==> config.mk <==
export PLATFORM = sky130hd
export DESIGN_NAME = mem_sram_responder_flat
export DESIGN_NICKNAME = d
export VERILOG_FILES = /design/src/rtl/mem_sram_responder_if.sv /design/src/rtl/mem_sram_responder.sv /design/src/flat_wrapper.sv
export SDC_FILE = /design/constraint.sdc
export NUM_CORES = 1
export LEC_CHECK = 0
export BUFFER_PORTS_ARGS = -buffer_cell sky130_fd_sc_hd__buf_2
export CORE_MARGIN = 3
export CORE_UTILIZATION = 58
export CTS_CLUSTER_SIZE = 40
export DETAILED_ROUTE_END_ITERATION = 7
export GPL_ROUTABILITY_DRIVEN = 0
export GPL_TIMING_DRIVEN = 0
export HOLD_SLACK_MARGIN = 0.03
export MAX_ROUTING_LAYER = met4
export PLACE_DENSITY = 0.85
export SLEW_MARGIN = 10
export SYNTH_ARGS = -nofsm -noshare
export SYNTH_HDL_FRONTEND = slang
export SYNTH_SLANG_ARGS = --single-unit
export TNS_END_PERCENT = 30
==> constraint.sdc <==
create_clock -name clk -period 6.1 [get_ports clk]
set_clock_uncertainty 0.2 [all_clocks]
set_input_delay 1.83 -clock clk [delete_from_list [all_inputs] [get_ports clk]]
set_output_delay 1.83 -clock clk [all_outputs]
set_load 0.005 [all_outputs]
==> src/rtl/mem_sram_responder_if.sv <==
// Client read port and asynchronous SRAM pins of the SRAM read responder.
// The slave modport is the responder's view; the master modport is the client plus SRAM side.
interface mem_sram_responder_if;
  logic        readReq;
  logic [15:0] addr;
  logic        busy;
  logic [15:0] data;
  logic        dataReady;
  logic [15:0] sram_addr;
  logic        sram_ce_n;
  logic        sram_oe_n;
  logic [15:0] sram_dq;

  modport slave (
    input  readReq, addr, sram_dq,
    output busy, data, dataReady, sram_addr, sram_ce_n, sram_oe_n
  );

  modport master (
    output readReq, addr, sram_dq,
    input  busy, data, dataReady, sram_addr, sram_ce_n, sram_oe_n
  );
endinterface

==> src/rtl/mem_sram_responder.sv <==
// Queues up to two client reads and plays them out in order on an asynchronous SRAM,
// sampling the data bus after WAIT_STATES extra cycles and pulsing dataReady once per read.
module mem_sram_responder #(
  parameter int WAIT_STATES = 2
) (
  input  logic                  clk,
  input  logic                  rst,
  mem_sram_responder_if.slave   bus
);

  typedef enum logic {IDLE, ACCESS} state_e;

  localparam logic [3:0] WaitLoad = 4'(WAIT_STATES);

  state_e      state_q, state_d;
  logic [3:0]  waitCnt_q, waitCnt_d;
  logic [1:0]  count_q, count_d;
  logic [15:0] fifo_q [2];
  logic [15:0] fifo_d [2];
  logic [15:0] sramAddr_q, sramAddr_d;
  logic        ceN_q, ceN_d;
  logic        oeN_q, oeN_d;
  logic [15:0] data_q, data_d;
  logic        dataReady_q, dataReady_d;
  logic        push;
  logic        pop;

  assign push = bus.readReq && (count_q != 2'd2);

  // Pop decisions look only at the registered count, so an entry pushed this
  // edge can never be issued before the following edge.
  always_comb begin
    state_d     = state_q;
    waitCnt_d   = waitCnt_q;
    sramAddr_d  = sramAddr_q;
    ceN_d       = ceN_q;
    oeN_d       = oeN_q;
    data_d      = data_q;
    dataReady_d = 1'b0;
    pop         = 1'b0;
    case (state_q)
      IDLE: begin
        if (count_q != 2'd0) begin
          pop        = 1'b1;
          sramAddr_d = fifo_q[0];
          ceN_d      = 1'b0;
          oeN_d      = 1'b0;
          waitCnt_d  = WaitLoad;
          state_d    = ACCESS;
        end
      end
      ACCESS: begin
        if (waitCnt_q != 4'd0) begin
          waitCnt_d = waitCnt_q - 4'd1;
        end else begin
          data_d      = bus.sram_dq;
          dataReady_d = 1'b1;
          if (count_q != 2'd0) begin
            pop        = 1'b1;
            sramAddr_d = fifo_q[0];
            waitCnt_d  = WaitLoad;
          end else begin
            ceN_d   = 1'b1;
            oeN_d   = 1'b1;
            state_d = IDLE;
          end
        end
      end
      default: state_d = IDLE;
    endcase
  end

  // Shift-register FIFO: pop moves entry 1 to the head, push fills the first free slot.
  always_comb begin
    fifo_d  = fifo_q;
    count_d = count_q;
    if (pop) begin
      fifo_d[0] = fifo_q[1];
      count_d   = count_q - 2'd1;
    end
    if (push) begin
      if (count_d == 2'd0) begin
        fifo_d[0] = bus.addr;
      end else begin
        fifo_d[1] = bus.addr;
      end
      count_d = count_d + 2'd1;
    end
  end

  always_ff @(posedge clk or posedge rst) begin
    if (rst) begin
      state_q     <= IDLE;
      waitCnt_q   <= 4'd0;
      count_q     <= 2'd0;
      fifo_q[0]   <= 16'h0;
      fifo_q[1]   <= 16'h0;
      sramAddr_q  <= 16'h0;
      ceN_q       <= 1'b1;
      oeN_q       <= 1'b1;
      data_q      <= 16'h0;
      dataReady_q <= 1'b0;
    end else begin
      state_q     <= state_d;
      waitCnt_q   <= waitCnt_d;
      count_q     <= count_d;
      fifo_q      <= fifo_d;
      sramAddr_q  <= sramAddr_d;
      ceN_q       <= ceN_d;
      oeN_q       <= oeN_d;
      data_q      <= data_d;
      dataReady_q <= dataReady_d;
    end
  end

  assign bus.busy      = (count_q == 2'd2);
  assign bus.data      = data_q;
  assign bus.dataReady = dataReady_q;
  assign bus.sram_addr = sramAddr_q;
  assign bus.sram_ce_n = ceN_q;
  assign bus.sram_oe_n = oeN_q;

endmodule

==> src/flat_wrapper.sv <==
// flat-port wrapper written by rule: the top's interface ports become plain ports
module mem_sram_responder_flat 
#(
  parameter int WAIT_STATES = 2
)
  (clk, rst, bus_readReq, bus_addr, bus_sram_dq, bus_busy, bus_data, bus_dataReady, bus_sram_addr, bus_sram_ce_n, bus_sram_oe_n);
  mem_sram_responder_if bus_i ();
  input  logic clk;
  input  logic rst;
  input wire logic [$bits(bus_i.readReq)-1:0] bus_readReq;
  input wire logic [$bits(bus_i.addr)-1:0] bus_addr;
  input wire logic [$bits(bus_i.sram_dq)-1:0] bus_sram_dq;
  output wire logic [$bits(bus_i.busy)-1:0] bus_busy;
  output wire logic [$bits(bus_i.data)-1:0] bus_data;
  output wire logic [$bits(bus_i.dataReady)-1:0] bus_dataReady;
  output wire logic [$bits(bus_i.sram_addr)-1:0] bus_sram_addr;
  output wire logic [$bits(bus_i.sram_ce_n)-1:0] bus_sram_ce_n;
  output wire logic [$bits(bus_i.sram_oe_n)-1:0] bus_sram_oe_n;
  assign bus_i.readReq = bus_readReq;
  assign bus_i.addr = bus_addr;
  assign bus_i.sram_dq = bus_sram_dq;
  assign bus_busy = bus_i.busy;
  assign bus_data = bus_i.data;
  assign bus_dataReady = bus_i.dataReady;
  assign bus_sram_addr = bus_i.sram_addr;
  assign bus_sram_ce_n = bus_i.sram_ce_n;
  assign bus_sram_oe_n = bus_i.sram_oe_n;
  mem_sram_responder #(.WAIT_STATES(WAIT_STATES)) u_core (.clk(clk), .rst(rst), .bus(bus_i));
endmodule
==> results.md, run 1 <==
- Min-Delay Endpoint: u_core.waitCnt_q[0]$_DFF_PP0_
- Fmax: 291 MHz
- First-pass GRT wire length: 11.0 mm
- Final count of negative-setup-slack endpoints: 0
- Synthesized flop and latch total: 73
- Crit path largest cell delay: 480 ps
- Largest net degree at the start of global routing: 53
- Mapped Cells: 245
- Inst Count DP: 386
- HP Class: reg -> reg
- Worst path required time: 6130 ps
- Setup ws final: 2660 ps
- R2R Path Start: u_core.count_q[0]$_DFF_PP0_
- Synth warnings: 0
- Worst-Skew Late Latency: 340 ps
- Startpoint Class: flop
- Post-CTS Hold Buffers: 0
- Die Wd: 80.1 µm
- Worst path bufs/invs: 5
- Outcome: finished clean
- Layout fillers: 350
- Post-DR vias/cell: 5.56
- Wirelength per Cell: 16.8 µm
- Pwr Total: 2.26 mW
- Post-CTS Resized: 0
- Worst-case reg-to-reg path depth: 12
- Vias in the first global route: 2,407
- Largest cells by area after synthesis: dfrtp_1 57%, mux2_2 16%, a21bo_2 5.0%
- Cell Area, Synth: 3180 µm²
- # DRC: 0
- Number of post-CTS setup repair buffers: 0
- Initial antenna violation count: 0
- CP Capture Type: flop
- Largest area contributor in the netlist: dfrtp_1
- Starting Density: 0.611
- P&R area growth vs syn: 23.4%
- CP top delay family: buffers and inverters
- PortBufs: 70
- Slowest CP cell: or4b_1
- # IOs: 71
- Share of layout cells above drive strength 1: 0.500
- Cell Area, Placed: 3650 µm²
- R2R Path End: u_core.fifo_q[1]$_DFFE_PP0P_
- Logic depth of the worst setup path including buffers: 12
- Antenna Nets Post-Route: 0
- Clock Sinks: 73
- CTS buffer count: 9
- R2R Setup Slk: 2660 ps
- Dpl hpwl: 4.57 mm
- Average size of a mapped cell: 13.0 µm²
- Remaining Overflow, GRT: 0
- Total Die Area: 6410 µm²
- Root Driver: clkbuf_8
- Max-Cap Viols: 0
- Worst EP arrival: 3470 ps
- Final Hold Viols: 0
- Reg clk slew, reported paths: 70 ps
- Max clock buf depth: 2
- Mapped Nets: 284
- Worst-path cell chain: inv_1, ha_1, or4b_1, buf_2, buf_1, a21oi_1, a21oi_1, ha_1, nor2b_1, buf_2, buf_2, mux2_2
- Crit share post-route: 0.564
- Fin cells: 402
- Detailed Route WL: 6.75 mm
- Max VDD drop: 0.372 mV
- Total negative slack: 0 ps
- Vias: 2,234
- Hold_sp: u_core.waitCnt_q[0]$_DFF_PP0_
- Row count: 26
- Share of Yosys cell area claimed by the top area cell type: 0.566
- Post-Layout Inst Area: 3930 µm²
- CTS tree: done
- PwrDens: 577 nW/µm²
- RSZ-0062 raised after global routing: false
- Core Region: 5200 µm²
- Hold-critical path depth: 1
- Layout net count: 366
- Number of iterations in the first detailed-routing pass: 4
- Most used cell, CP: buf_2
- Worst Max-Slew Pin Slew: 560 ps
- Seq/Total Area, Yosys: 0.575
- Post-layout minimum cycle time: 3440 ps
- Synth cell types: 36
- DR iter-0 viols: 116
- # diodes: 0
- Pleak: 1.84 nW
- Pre-CTS setup slack: 2470 ps
- Rel. slew slack: 0.626
- Crit Path Class: reg -> reg
- Slew Viols, Final: 0
- CP Max Fanout: 10
- Die Ht: 80.1 µm
- Htree depth: 3
- GRT Total Usage: 0.236
[layer usage]
layer	part of all wire	GRT usage
met2	0.53	0.392
met4	0.018	0.111
met5	0	-
met1	0.41	0.273
met3	0.045	0.0538
[synth_stat cells (all sizes together)]
cell / count
nor2: 17
o21ai: 3
xnor2: 1
nand2b: 2
or2: 1
a32o: 1
a221o: 1
a21bo: 16
inv: 6
nor3b: 3
o21a: 1
a21oi: 2
o211ai: 1
dfstp: 1
nor3: 1
a211oi: 1
dfrtp: 72
a31oi: 17
or4b: 1
ha: 4
nand3b: 1
nand2: 3
and2: 1
clkbuf: 5
nor2b: 3
nand3: 16
xnor3: 1
nor4bb: 1
buf: 13
mux2: 48
mux2i: 1
[power breakdown]
group          switching, mW  total [mW]  internal, mW
registers              0.134       0.876         0.742
logic                  0.391       0.882         0.492
clock network          0.179       0.505         0.326
total                  0.703        2.26          1.56
[how the worst max path moves through the flow]
stage	start	end	slack, ps
final	u_core.count_q[0]$_DFF_PP0_	u_core.fifo_q[1]$_DFFE_PP0P_	2660
after global routing	u_core.count_q[1]$_DFF_PP0_	u_core.fifo_q[1]$_DFFE_PP0P_	2490
after CTS	u_core.count_q[0]$_DFF_PP0_	u_core.fifo_q[1]$_DFFE_PP0P_	2680
after detailed placement	bus_readReq	u_core.fifo_q[0]$_DFFE_PP0P_	2470
after global placement	rst	u_core.bus.sram_addr[9]$_DFFE_PP0P_	1410
after floorplan	rst	u_core.bus.dataReady$_DFF_PP0_	2220
[cell usage in the layout (no fill, tap or decap), drive strengths merged]
master  netlist  final
mux2         48     48
xnor2         1      1
clkinv        0      1
o211ai        1      1
o21a          1      1
nor3          1      1
o21ai         3      3
nor2b         3      3
dfstp         1      1
or4b          1      1
a221o         1      1
dfrtp        72     72
inv           6      7
or2           1      1
buf          13     84
nor4bb        1      1
bufinv        0      4
and2          1      1
ha            4      4
a32o          1      1
nand3        16     16
a21oi         2      2
nor3b         3      3
nand3b        1      1
mux2i         1      1
nor2         17     17
clkbuf        5     15
nand2         3      3
xnor3         1      1
a31oi        17     17
nand2b        2      2
a211oi        1      1
a21bo        16     16
[kinds of logic after synthesis]
logic type / synth area share
AOI/OAI and AO/OA: 0.105
adders and majority gates: 0.0157
muxes: 0.178
and+or+nand+nor: 0.0814
buffers and inverters: 0.0358
DFF: 0.575
xor gates and xnor gates: 0.00983
[flip-flops by register name, summed over array words and instances (netlist names)]
register / cells
u_core.bus.data: 16
u_core.bus.sram_addr: 16
u_core.state_q: 1
u_core.count_q: 2
u_core.bus.sram_ce_n: 1
u_core.bus.dataReady: 1
u_core.waitCnt_q: 4
u_core.fifo_q: 32
[through the flow]
step           utilization  hold WS, ps
5_1_grt              0.754          325
4_1_cts              0.754          305
3_5_place_dp         0.701          288
6_report             0.754          301
2_1_floorplan            -          266
3_3_place_gp         0.695          274
[cell type report]
class,instances,area [µm²],share of cell area
plain buffers,18,91.3,0.0233
clock buffers,10,138,0.0351
clock inverters,6,138,0.0351
inverters,6,25.0,0.00638
multi-input cells,148,1240,0.316
flip-flops and latches,73,1830,0.466
well taps,70,87.6,0.0223
repair buffers,71,378,0.0963
No activity file was read; power rests on OpenSTA's default activity.
==> inputs of run 2 (changes only) <==
- CORE_UTILIZATION: 58 -> 48
- PLACE_DENSITY: 0.85 -> 0.75
- clock period: 6.1 -> 3 ns (I/O delays scaled with it)
==> run 2 against run 1 <==
Net effect:
- combinational power grew 120%
- sequential power grew 100%
- clock power grew 66%
- sequential share of layout area shrank 0.97 points
- largest power group unchanged
- hold slack lost 17 ps
- largest cell class unchanged
==> results.md, run 2 (synthesis gave the netlist of run 1 again) <==
- Outcome: finished clean
- Layout net count: 373
- Hold WS: 284 ps
- Crit Path Class: reg -> reg
- Net Sw Power: 1.44 mW
- Worst path required time: 3030 ps
- Pleak: 1.87 nW
- Remaining Overflow, GRT: 0
- Sequential fraction of design power: 0.387
- Crit share post-route: 0.957
- Post-CTS Hold Buffers: 0
- Final count of negative-setup-slack endpoints: 0
- Worst Max-Slew Pin Slew: 542 ps
- # IOs: 71
- Initial antenna violation count: 0
- Vias in the first global route: 2,188
- CP Max Fanout: 10
- First-pass GRT wire length: 10.5 mm
- Fmax: 348 MHz
- Clock Sinks: 73
- HP Class: reg -> reg
- PortBufs: 70
- Die Ht: 87.4 µm
- Final core area utilization: 0.628
- Commonest non-fill, non-tap cell in the layout: buf_2
- Pwr Total: 4.57 mW
- Vias: 2,229
- Reg with most FFs: u_core.fifo_q
- Comb power frac: 0.429
- Core Region: 6390 µm²
- Fin cells: 415
- DR iter-0 viols: 148
- Reg clk slew, reported paths: 80 ps
- Max clock buf depth: 2
- Worst-Skew Late Latency: 340 ps
- # diodes: 0
- GRT Total Usage: 0.186
- Slowest CP cell: or4b_4
- Worst EP arrival: 2900 ps
- # DRC: 0
- Inst Count DP: 393
- Dpl hpwl: 4.47 mm
- Detailed Route WL: 6.54 mm
- Max VDD drop: 0.506 mV
- Largest net degree at the start of global routing: 39
- Startpoint Class: flop
- Clock power frac: 0.184
- Post-DR vias/cell: 5.37
- Most frequent cells in the layout: 75 x buf_2, 72 x dfrtp_1, 44 x mux2_2, 17 x nor2_1, 17 x a31oi_1
- Post-Layout Inst Area: 4010 µm²
- Crit path largest cell delay: 470 ps
- Htree depth: 3
- P_int: 3.13 mW
- P&R area growth vs syn: 26.0%
- Cell Area, Placed: 3650 µm²
- Starting Density: 0.498
- Root Driver: clkbuf_8
- Pre-CTS setup slack: -414 ps
- Slew Viols, Final: 0
- CP Capture Type: flop
- Setup ws final: 129 ps
- Wirelength per Cell: 15.8 µm
- CTS buffer count: 9
- Number of iterations in the first detailed-routing pass: 4
- CTS tree: done
- Rel. slew slack: 0.638
- Row count: 29
- RSZ-0062 raised after global routing: true
- Post-layout minimum cycle time: 2870 ps
- Most used cell, CP: buf_6
- Max-Cap Viols: 0
- Die Wd: 87.4 µm
- Total negative slack: 0 ps
- Max reg flops: 32
- Worst-path cell chain: inv_2, ha_4, or4b_4, buf_6, buf_6, a21oi_2, a21oi_1, ha_1, nor2b_1, buf_4, buf_12, mux2_2
- Share of layout cells above drive strength 1: 0.550
- Final Hold Viols: 0
- PwrDens: 1140 nW/µm²
- Antenna Nets Post-Route: 0
- Sw frac: 0.314
- Total Die Area: 7640 µm²
run 2: cell types whose count changed in the layout (fill, tap and decap cells not counted), sizes merged:
cell,before,now
buf,84,93
clkbuf,15,13
clkinvlp,0,2
inv,7,6
bufinv,4,2
run 2: power by group through the flow:
stage | combinational (mW) | sequential (mW) | clock, mW
2_1_floorplan | 1.24 | 1.75 | 0
3_3_place_gp | 1.73 | 1.76 | 0
3_5_place_dp | 1.78 | 1.78 | 0
4_1_cts | 1.88 | 1.76 | 0.862
5_1_grt | 2.15 | 1.84 | 0.910
6_report | 1.96 | 1.77 | 0.839
run 2: routing by layer:
metal | track usage | part of all wire | up-vias
met2 | 0.275 | 0.48 | 57
met4 | 0.102 | 0.030 | 0
met1 | 0.240 | 0.45 | 1104
met5 | - | 0 | -
li1 | - | - | 1049
met3 | 0.0350 | 0.039 | 19
run 2: final timing paths:
kind | endpoint | cells past startpoint | startpoint | slack (ps)
max | u_core.fifo_q[8]$_DFFE_PP0P_ | 12 | u_core.waitCnt_q[0]$_DFF_PP0_ | 130
min | u_core.bus.sram_ce_n$_DFFE_PP1P_ | 2 | u_core.bus.sram_ce_n$_DFFE_PP1P_ | 280
max reg2reg | u_core.fifo_q[8]$_DFFE_PP0P_ | 12 | u_core.waitCnt_q[0]$_DFF_PP0_ | 130
min reg2reg | u_core.bus.sram_ce_n$_DFFE_PP1P_ | 2 | u_core.bus.sram_ce_n$_DFFE_PP1P_ | 280
max in group asynchronous | u_core.count_q[0]$_DFF_PP0_ | 3 | rst | 1680
min in group asynchronous | u_core.bus.data[10]$_DFFE_PP0P_ | 2 | rst | 370
run 2: critical path, delay by kind of cell (launching register included):
family | cells | cell delay [ps]
buf+inv | 5 | 690
flops | 1 | 420
mux | 1 | 340
simple gates | 2 | 590
compound gates | 2 | 160
fa+ha+maj | 2 | 350
run 2: cell type report:
| type | instances | area [µm²] |
|---|---|---|
| fill | 497 | 2380 |
| sequential | 73 | 1830 |
| multi-input combinational | 148 | 1280 |
| timing repair buffer | 78 | 423 |
| buffer | 18 | 141 |
| clock buffer | 10 | 138 |
| tap | 77 | 96.3 |
| clock inverter | 5 | 80.1 |
| inverter | 6 | 25.0 |
run 2: repair_timing:
item / in CTS / in global routing
setup endpoints to repair: 32 / 32
gates cloned: 0 / 0
buffers inserted: 3 / 4
resized for setup: 17 / 17
==> inputs of run 3 (changes only) <==
- MAX_ROUTING_LAYER: met4 -> unset
==> run 3 against run 2 <==
Net effect:
- clock power about the same
- sequential power about the same
- routed wire length about the same
- maximum frequency down 0.11%
- cell area unchanged
==> results.md, run 3 (synthesis gave the netlist of run 1 again) <==
- Core Region: 6390 µm²
- Post-DR vias/cell: 5.34
- Vias in the first global route: 2,192
- Row count: 29
- Clock Sinks: 73
- Die Ht: 87.4 µm
- Startpoint Class: flop
- CTS buffer count: 9
- Dpl hpwl: 4.47 mm
- Final count of negative-setup-slack endpoints: 0
- HP Class: reg -> reg
- PwrDens: 1140 nW/µm²
- Cell Area, Placed: 3650 µm²
- Antenna Nets Post-Route: 0
- Max VDD drop: 0.509 mV
- CTS tree: done
- Htree depth: 3
- Commonest non-fill, non-tap cell in the layout: buf_2
- Post-Layout Inst Area: 4010 µm²
- CP Max Fanout: 10
- GRT Total Usage: 0.181
- # diodes: 0
- Number of iterations in the first detailed-routing pass: 4
- # IOs: 71
- Worst path required time: 3030 ps
- PortBufs: 70
- Worst Max-Slew Pin Slew: 536 ps
- Outcome: finished clean
- Hold_sp: u_core.bus.sram_ce_n$_DFFE_PP1P_
- Worst-Skew Late Latency: 340 ps
- Final Hold Viols: 0
- Total Die Area: 7640 µm²
- Remaining Overflow, GRT: 0
- Detailed Route WL: 6.54 mm
- DR iter-0 viols: 142
- Final core area utilization: 0.628
- R2R Setup Slk: 130 ps
- Post-CTS Hold Buffers: 0
- Crit share post-route: 0.958
- Wirelength per Cell: 15.8 µm
- Rel. slew slack: 0.643
- First-pass GRT wire length: 10.5 mm
- RSZ-0062 raised after global routing: true
- R2R Path Start: u_core.waitCnt_q[0]$_DFF_PP0_
- Crit Path Class: reg -> reg
- Most Crowded Layer GR: met2
- M3 GR Usage: 0.0350
- Fmax: 348 MHz
- Reg clk slew, reported paths: 80 ps
- M1 GR Usage: 0.240
- Slew Viols, Final: 0
- P&R area growth vs syn: 26.0%
- Root Driver: clkbuf_8
- CP Capture Type: flop
- Max clock buf depth: 2
- Post-layout minimum cycle time: 2870 ps
- Largest net degree at the start of global routing: 39
- Most frequent cells in the layout: 75 x buf_2, 72 x dfrtp_1, 44 x mux2_2, 17 x nor2_1, 17 x a31oi_1
- Worst EP arrival: 2900 ps
- # DRC: 0
- Max reg flops: 32
- Vias: 2,217
- Share of layout cells above drive strength 1: 0.550
- Critical Path Source: u_core.waitCnt_q[0]$_DFF_PP0_
- Die Wd: 87.4 µm
- Starting Density: 0.498
- GR Util met2: 0.276
- Max-Cap Viols: 0
- Layout net count: 373
- Initial antenna violation count: 0
- Pleak: 1.87 nW
- Reg with most FFs: u_core.fifo_q
## run 3: through the flow
step	TNS [ps]	instances	hold WS [ps]	worst slack [ps]	total power, mW
detailed placement	-9160	393	276	-414	3.56
global route	-101	415	304	-19.2	4.89
CTS	0	411	288	5.25	4.51
floorplan	0	245	266	36.8	3.00
finish	0	415	284	126	4.57
global placement	-66870	392	277	-822	3.48
## run 3: critical path: stages (launching register included)
cell     delay (ps)
dfrtp_1         420
inv_2            90
ha_4            150
or4b_4          470
buf_6           160
buf_6           140
a21oi_2         110
a21oi_1          50
ha_1            200
nor2b_1         120
buf_4           160
buf_12          140
mux2_2          340
## run 3: cell type report
| class | instances | area [µm²] |
|---|---|---|
| Sequential cell | 73 | 1830 |
| Clock inverter | 5 | 80.1 |
| Buffer | 18 | 141 |
| Inverter | 6 | 25.0 |
| Multi-Input combinational cell | 148 | 1280 |
| Tap cell | 77 | 96.3 |
| Timing Repair Buffer | 78 | 423 |
| Fill cell | 497 | 2380 |
| Clock buffer | 10 | 138 |
## run 3: power by group
group / total, mW / internal (mW) / switching [mW]
sequential: 1.77 / 1.51 / 0.261
clock: 0.842 / 0.485 / 0.357
combinational: 1.96 / 1.14 / 0.814
## run 3: path summary, 6_finish.rpt
kind                                                   endpoint  cells after the start
max in group asynchronous  u_core.bus.sram_addr[13]$_DFFE_PP0P_                      3
setup / recovery                   u_core.fifo_q[8]$_DFFE_PP0P_                     12
setup reg to reg                   u_core.fifo_q[8]$_DFFE_PP0P_                     12
hold / removal                 u_core.bus.sram_ce_n$_DFFE_PP1P_                      2
hold reg to reg                u_core.bus.sram_ce_n$_DFFE_PP1P_                      2
min in group asynchronous       u_core.bus.data[10]$_DFFE_PP0P_                      2
## run 3: layer usage
layer | vias up | routed length [µm]
li1 | 1049 | -
met1 | 1098 | 2950
met2 | 52 | 3150
met3 | 18 | 242
met4 | 0 | 198
met5 | - | 0
## run 3: what timing repair did
item / 4_1_cts / 5_1_grt
buffers inserted: 3 / 4
setup endpoints to repair: 32 / 32
resized for setup: 17 / 17
